File: config.mk
export PLATFORM = sky130hd
export DESIGN_NAME = alu_sequencer
export DESIGN_NICKNAME = d
export VERILOG_FILES = /design/src/rtl/alu_seq_pkg.sv /design/src/rtl/alu_seq_decode.sv /design/src/rtl/alu_sequencer.sv
export SDC_FILE = /design/constraint.sdc
export NUM_CORES = 1
export LEC_CHECK = 0
export CORE_MARGIN = 2
export CORE_UTILIZATION = 30
export DETAILED_ROUTE_END_ITERATION = 8
export GPL_TIMING_DRIVEN = 0
export SLEW_MARGIN = 20
export SYNTH_ARGS = -nofsm -noshare
export SYNTH_HDL_FRONTEND = slang
export SYNTH_SLANG_ARGS = --single-unit
File: constraint.sdc
create_clock -name clk -period 4.01 [get_ports clk]
set_input_delay 0.6015 -clock clk [delete_from_list [all_inputs] [get_ports clk]]
set_output_delay 0.6015 -clock clk [all_outputs]
set_load 0.05 [all_outputs]
File: src/rtl/alu_seq_pkg.sv
// alu_seq_pkg: FSM states, opcode constants and instruction field positions for alu_sequencer
package alu_seq_pkg;
    typedef enum logic [2:0] {S_IDLE, S_FETCH, S_DECODE, S_EXEC, S_WAIT, S_WB, S_HALT} state_t;
    localparam logic [2:0] OP_LOAD = 3'd6;
    localparam logic [2:0] OP_SYS  = 3'd7;
    localparam int OP_MSB  = 7;
    localparam int OP_LSB  = 5;
    localparam int SRC_BIT = 4;
    localparam int IMM_MSB = 3;
endpackage

File: src/rtl/alu_seq_decode.sv
// alu_seq_decode: instruction class flags from the IR op/src fields (BZ only with ALU_SEQ_BRANCH_EN)
module alu_seq_decode
    import alu_seq_pkg::*;
(
    input  logic [2:0] i_op,
    input  logic       i_src,
    output logic       o_is_alu,
    output logic       o_is_load,
    output logic       o_is_mov,
    output logic       o_is_halt,
    output logic       o_is_bz,
    output logic       o_use_b
);
    assign o_is_alu  = i_op < OP_LOAD;
`ifdef ALU_SEQ_BRANCH_EN
    assign o_is_bz   = (i_op == OP_LOAD) && i_src;
`else
    assign o_is_bz   = 1'b0;
`endif
    assign o_is_load = (i_op == OP_LOAD) && !o_is_bz;
    assign o_is_mov  = (i_op == OP_SYS) && !i_src;
    assign o_is_halt = (i_op == OP_SYS) && i_src;
    assign o_use_b   = i_src;
endmodule

File: src/rtl/alu_sequencer.sv
// alu_sequencer: fetch/decode/execute controller for the clocked 4-bit ALU; ALU_SEQ_BRANCH_EN adds BZ and a Z flag
module alu_sequencer
    import alu_seq_pkg::*;
#(
    parameter int PC_W        = 4,
    parameter int ALU_LATENCY = 1
) (
    input  logic            clk,
    input  logic            rst,
    input  logic            ena,
    input  logic            start,
    output logic            instr_req,
    output logic [PC_W-1:0] instr_addr,
    input  logic            instr_ack,
    input  logic [7:0]      instr_data,
    output logic            alu_en,
    output logic [2:0]      alu_opcode,
    output logic [3:0]      alu_in_1,
    output logic [3:0]      alu_in_2,
    input  logic [3:0]      alu_out,
    output logic [3:0]      acc_out,
    output logic            busy,
    output logic            halted
);
    localparam int CW = (ALU_LATENCY > 2) ? $clog2(ALU_LATENCY - 1) : 1;
    state_t          r_state, w_next;
    logic [PC_W-1:0] r_pc;
    logic [3:0]      r_a, r_b;
    logic [7:0]      r_ir;
    logic [CW-1:0]   r_cnt;
    logic [3:0]      w_imm;
    logic            w_is_alu, w_is_load, w_is_mov, w_is_halt, w_is_bz, w_use_b, w_z;
    assign w_imm = r_ir[IMM_MSB:0];
    alu_seq_decode u_dec (
        .i_op      (r_ir[OP_MSB:OP_LSB]),
        .i_src     (r_ir[SRC_BIT]),
        .o_is_alu  (w_is_alu),
        .o_is_load (w_is_load),
        .o_is_mov  (w_is_mov),
        .o_is_halt (w_is_halt),
        .o_is_bz   (w_is_bz),
        .o_use_b   (w_use_b)
    );
`ifdef ALU_SEQ_BRANCH_EN
    logic r_z;
    // Z follows the last ALU result written back; LOAD/MOV/BZ leave it alone
    always_ff @(posedge clk)
        if (rst) r_z <= 1'b0;
        else if (ena && r_state == S_WB && w_is_alu) r_z <= (alu_out == 4'd0);
    assign w_z = r_z;
`else
    assign w_z = 1'b0;
`endif
    // State register; ena low freezes the FSM so an EXEC cycle is reissued later
    always_ff @(posedge clk)
        if (rst) r_state <= S_IDLE;
        else if (ena) r_state <= w_next;
    // Next-state logic
    always_comb begin
        w_next = r_state;
        case (r_state)
            S_IDLE, S_HALT: w_next = start ? S_FETCH : r_state;
            S_FETCH:  w_next = instr_ack ? S_DECODE : S_FETCH;
            S_DECODE: w_next = w_is_alu ? S_EXEC : (w_is_halt ? S_HALT : S_WB);
            S_EXEC:   w_next = (ALU_LATENCY > 1) ? S_WAIT : S_WB;
            S_WAIT:   w_next = (r_cnt == CW'(ALU_LATENCY - 2)) ? S_WB : S_WAIT;
            S_WB:     w_next = S_FETCH;
            default:  w_next = S_IDLE;
        endcase
    end
    // PC, IR, WAIT counter and A/B write-back
    always_ff @(posedge clk)
        if (rst) begin
            r_pc  <= '0;
            r_a   <= '0;
            r_b   <= '0;
            r_ir  <= '0;
            r_cnt <= '0;
        end else if (ena) begin
            if ((r_state == S_IDLE || r_state == S_HALT) && start) r_pc <= '0;
            if (r_state == S_FETCH && instr_ack) r_ir <= instr_data;
            r_cnt <= (r_state == S_WAIT) ? r_cnt + CW'(1) : '0;
            if (r_state == S_WB) begin
                r_pc <= (w_is_bz && w_z) ? w_imm[PC_W-1:0] : r_pc + PC_W'(1);
                r_a  <= w_is_alu ? alu_out : (w_is_load ? w_imm : r_a);
                r_b  <= w_is_mov ? r_a : r_b;
            end
        end
    assign instr_req  = r_state == S_FETCH;
    assign instr_addr = r_pc;
    assign alu_en     = ena && r_state == S_EXEC;
    assign alu_opcode = r_ir[OP_MSB:OP_LSB];
    assign alu_in_1   = r_a;
    assign alu_in_2   = w_use_b ? r_b : w_imm;
    assign acc_out    = r_a;
    assign busy       = !(r_state == S_IDLE || r_state == S_HALT);
    assign halted     = r_state == S_HALT;
endmodule

==> results by group <==
CTS
  • Post-CTS resize count: 0
  • CTS max path bufs: 2
  • Post-CTS Setup Inserts: 0
  • H-tree levels: 1
  • Clock Sinks: 24
  • Clock transition at the registers of the reported paths: 90 ps
  • Inserted Clock Buffers: 3
  • CTS tree: built
  • Clock root buffer: clkbuf_8
  • Hold-fix buffers, CTS: 0
  • Clock insertion delay at the later pin of the skew report: 270 ps

Power
  • NetSw: 0.118 mW
  • Pwr Density: 293 mW/mm^2
  • Flop pwr share: 46.5%
  • Comb pwr share: 12.5%
  • Peak VDD IR: 0.126 mV
  • Leakage: 0.650 nW
  • Int Pwr: 0.404 mW
  • Clk pwr share: 41.0%
  • Sw Ratio: 22.6%

Critical path
  • Reg2reg end: r_b[0]
  • Arrival @ worst endpoint: 2080 ps
  • Worst r2r src: r_ir[6]
  • Worst setup SP type: flip-flop
  • Max incr delay on CP: 700 ps
  • Crit-path max FO: 8
  • R2R setup slack: 2400 ps
  • R2r worst-path depth: 5
  • Crit-path slowest cell: clkdlybuf4s50_1
  • Buf+Inv Stages, Crit Path: 2
  • Critical path data required time: 3410 ps
  • Critical path endpoint category: output pin
  • WS Path Type: reg -> out
  • Levels on crit path: 3
  • Top Family by Delay on Critical Path: buffers and inverters
  • CP Cell Sequence: clkbuf_1 -> mux2_2 -> clkdlybuf4s50_1

STA
  • Finish-stage setup viols: 0
  • Fin. max-slew vios: 0
  • Unrepaired setup endpoints after global routing: no
  • Endpoints failing hold: 0
  • Fmax: 373 MHz
  • Min cycle time layout: 2680 ps
  • Max_slew headroom: 66.8%
  • Worst slew pin tran: 497 ps
  • Clock Skew: 3.71 ps
  • TNS Setup: 0 ps
  • Final Cycle Share: 66.8%
  • Final Worst Setup Slack: 1330 ps

Yosys
  • Syn Std Cell Area: 0.00128 sq mm
  • Top-count cell post-synth: dfxtp_1
  • Sequential area share after synthesis: 37.5%
  • Commonest cells in the synthesized netlist: dfxtp_1 (24), nor2_1 (22), mux2i_1 (12)
  • Ys flop type: dfxtp_1
  • Syn nets: 167
  • Synth warnings: 0
  • Post-synth top area cell: dfxtp_1
  • Cells after Synth: 149
  • Synth top area share: 37.5%
  • EDFF count, synth: 0
  • Mean Syn Cell Area: 8.59 sq um
  • Post-synth ARST share: 0%
  • Netlist cell types: 33
  • Largest cells by area after synthesis: dfxtp_1 (38%), mux2i_1 (9.4%), nor2_1 (6.5%)
  • Flops & latches, synth: 24

GRT
  • Total grt overflow: 0
  • First-pass GRT wire length: 5.49 mm
  • Vias in the first global route: 1165
  • Initial antenna violation count: 0
  • Largest net degree at the start of global routing: 15
  • All-Layer GR Usage: 13.8%

Finish
  • Fin nets: 209
  • N_diodes: 0
  • Filler cell count: 405
  • Synth-to-Final Area Change: 39.4%
  • Share of cells above drive strength 1: 12.1%

Flow run
  • Max-cap violations: 0

Detailed routing
  • Drt wl/cell: 13.2 microns
  • Initial DRC Count: 50
  • WL final: 3.17 mm
  • ANT nets after route: 0
  • Detailed-route via count: 1163
  • First-pass iteration count of the detailed router: 4
  • Via-to-Cell Ratio: 4.85
  • Remaining DRCs: 0

Die
  • FP Rows: 23
  • I/O Pins: 40
  • Die area: 0.00481 sq mm
  • Core ar.: 0.00406 sq mm
  • Width of the die: 69.3 microns
  • Initial cell density of the core: 31.5%
  • DIE HEIGHT: 69.3 microns

Hold path
  • Min-Delay Endpoint: instr_addr[3]
  • Hold_sp: instr_addr[3]
  • WHS Path Cells: 1
  • Min-delay worst type: reg -> reg

Placement
  • Pre-CTS WS: 1490 ps
  • Port Buffers: 37
  • GPL Wtd Cong: 0.873
  • Final HPWL from detailed placement: 2.39 mm

Outcome
  • Run status: complete, no violations
## area by class of cell
class,count,area [sq um],share of cell area (%)
clock inverter,1,30.0,1.68
tap,50,62.6,3.51
buffer,19,110,6.17
sequential,24,480,26.9
inverter,3,11.3,0.631
timing repair buffer,37,370,20.8
clock buffer,3,41.3,2.31
multi-input combinational,103,678,38.0
## routing by layer
metal / GRT usage (%) / share of wire [%] / up-vias
met5: 0 / 0 / -
met1: 17.3 / 46 / 536
met4: 5.45 / 1.7 / 0
li1: - / - / 603
met3: 2.33 / 2.8 / 4
met2: 23.6 / 50 / 20
## power groups by stage
stage | Combinational [mW] | Sequential, mW | Clock [mW]
after global placement | 0.0648 | 0.248 | 0
after CTS | 0.0657 | 0.243 | 0.219
after floorplan | 0.0391 | 0.248 | 0
final | 0.0653 | 0.243 | 0.214
after detailed placement | 0.0651 | 0.249 | 0
after global routing | 0.0705 | 0.244 | 0.233
## stage by stage
stage               instance area (sq um)  utilization, %  power (mW)  hold slack (ps)  std cells
CTS                                  1780            44.0       0.528              484        240
floorplan                            1280               -       0.287              454        149
global route                         1780            44.0       0.547              515        240
global placement                     1710            42.2       0.313              458        236
detailed placement                   1710            42.2       0.314              469        236
finish                               1780            44.0       0.523              475        240
## flip-flops by register name (all words and copies together), names as in the netlist
signal,cells
r_state,3
r_cnt,1
instr_addr,4
r_b,4
acc_out,4
r_ir,8
## worst max path at each step
stage | from | endpoint
after floorplan | ena | alu_en
after global placement | ena | alu_en
after detailed placement | ena | alu_en
after CTS | r_ir[4] | alu_in_2[2]
after global routing | r_ir[4] | alu_in_2[2]
final | r_ir[4] | alu_in_2[2]
## cell usage in the layout, fill, tap and decap left out, types with 2 or more instances in the layout
master / instances
a32o_1: 2
mux2i_1: 12
buf_4: 9
nor2_1: 22
nand2b_1: 5
nor4_1: 3
nor3_1: 2
and2_1: 3
clkbuf_8: 3
dfxtp_1: 24
nor2b_1: 4
clkdlybuf4s50_1: 37
a21oi_1: 6
inv_1: 3
o22ai_1: 2
o21ai_0: 2
xnor2_1: 2
clkbuf_1: 6
nand2_1: 9
nand4_1: 2
nand3_1: 6
a311oi_1: 5
buf_2: 4
mux2_2: 4
a31oi_1: 2
## logic make-up after synthesis
kind of cell / share of synthesized area [%]
AOI/OAI and AO/OA: 13.5
xor gates and xnor gates: 1.37
adders and majority gates: 0.977
buffers and inverters: 9.48
DFF: 37.5
muxes: 12.9
and+or+nand+nor: 24.2
Power figures use the tool's default switching activity.
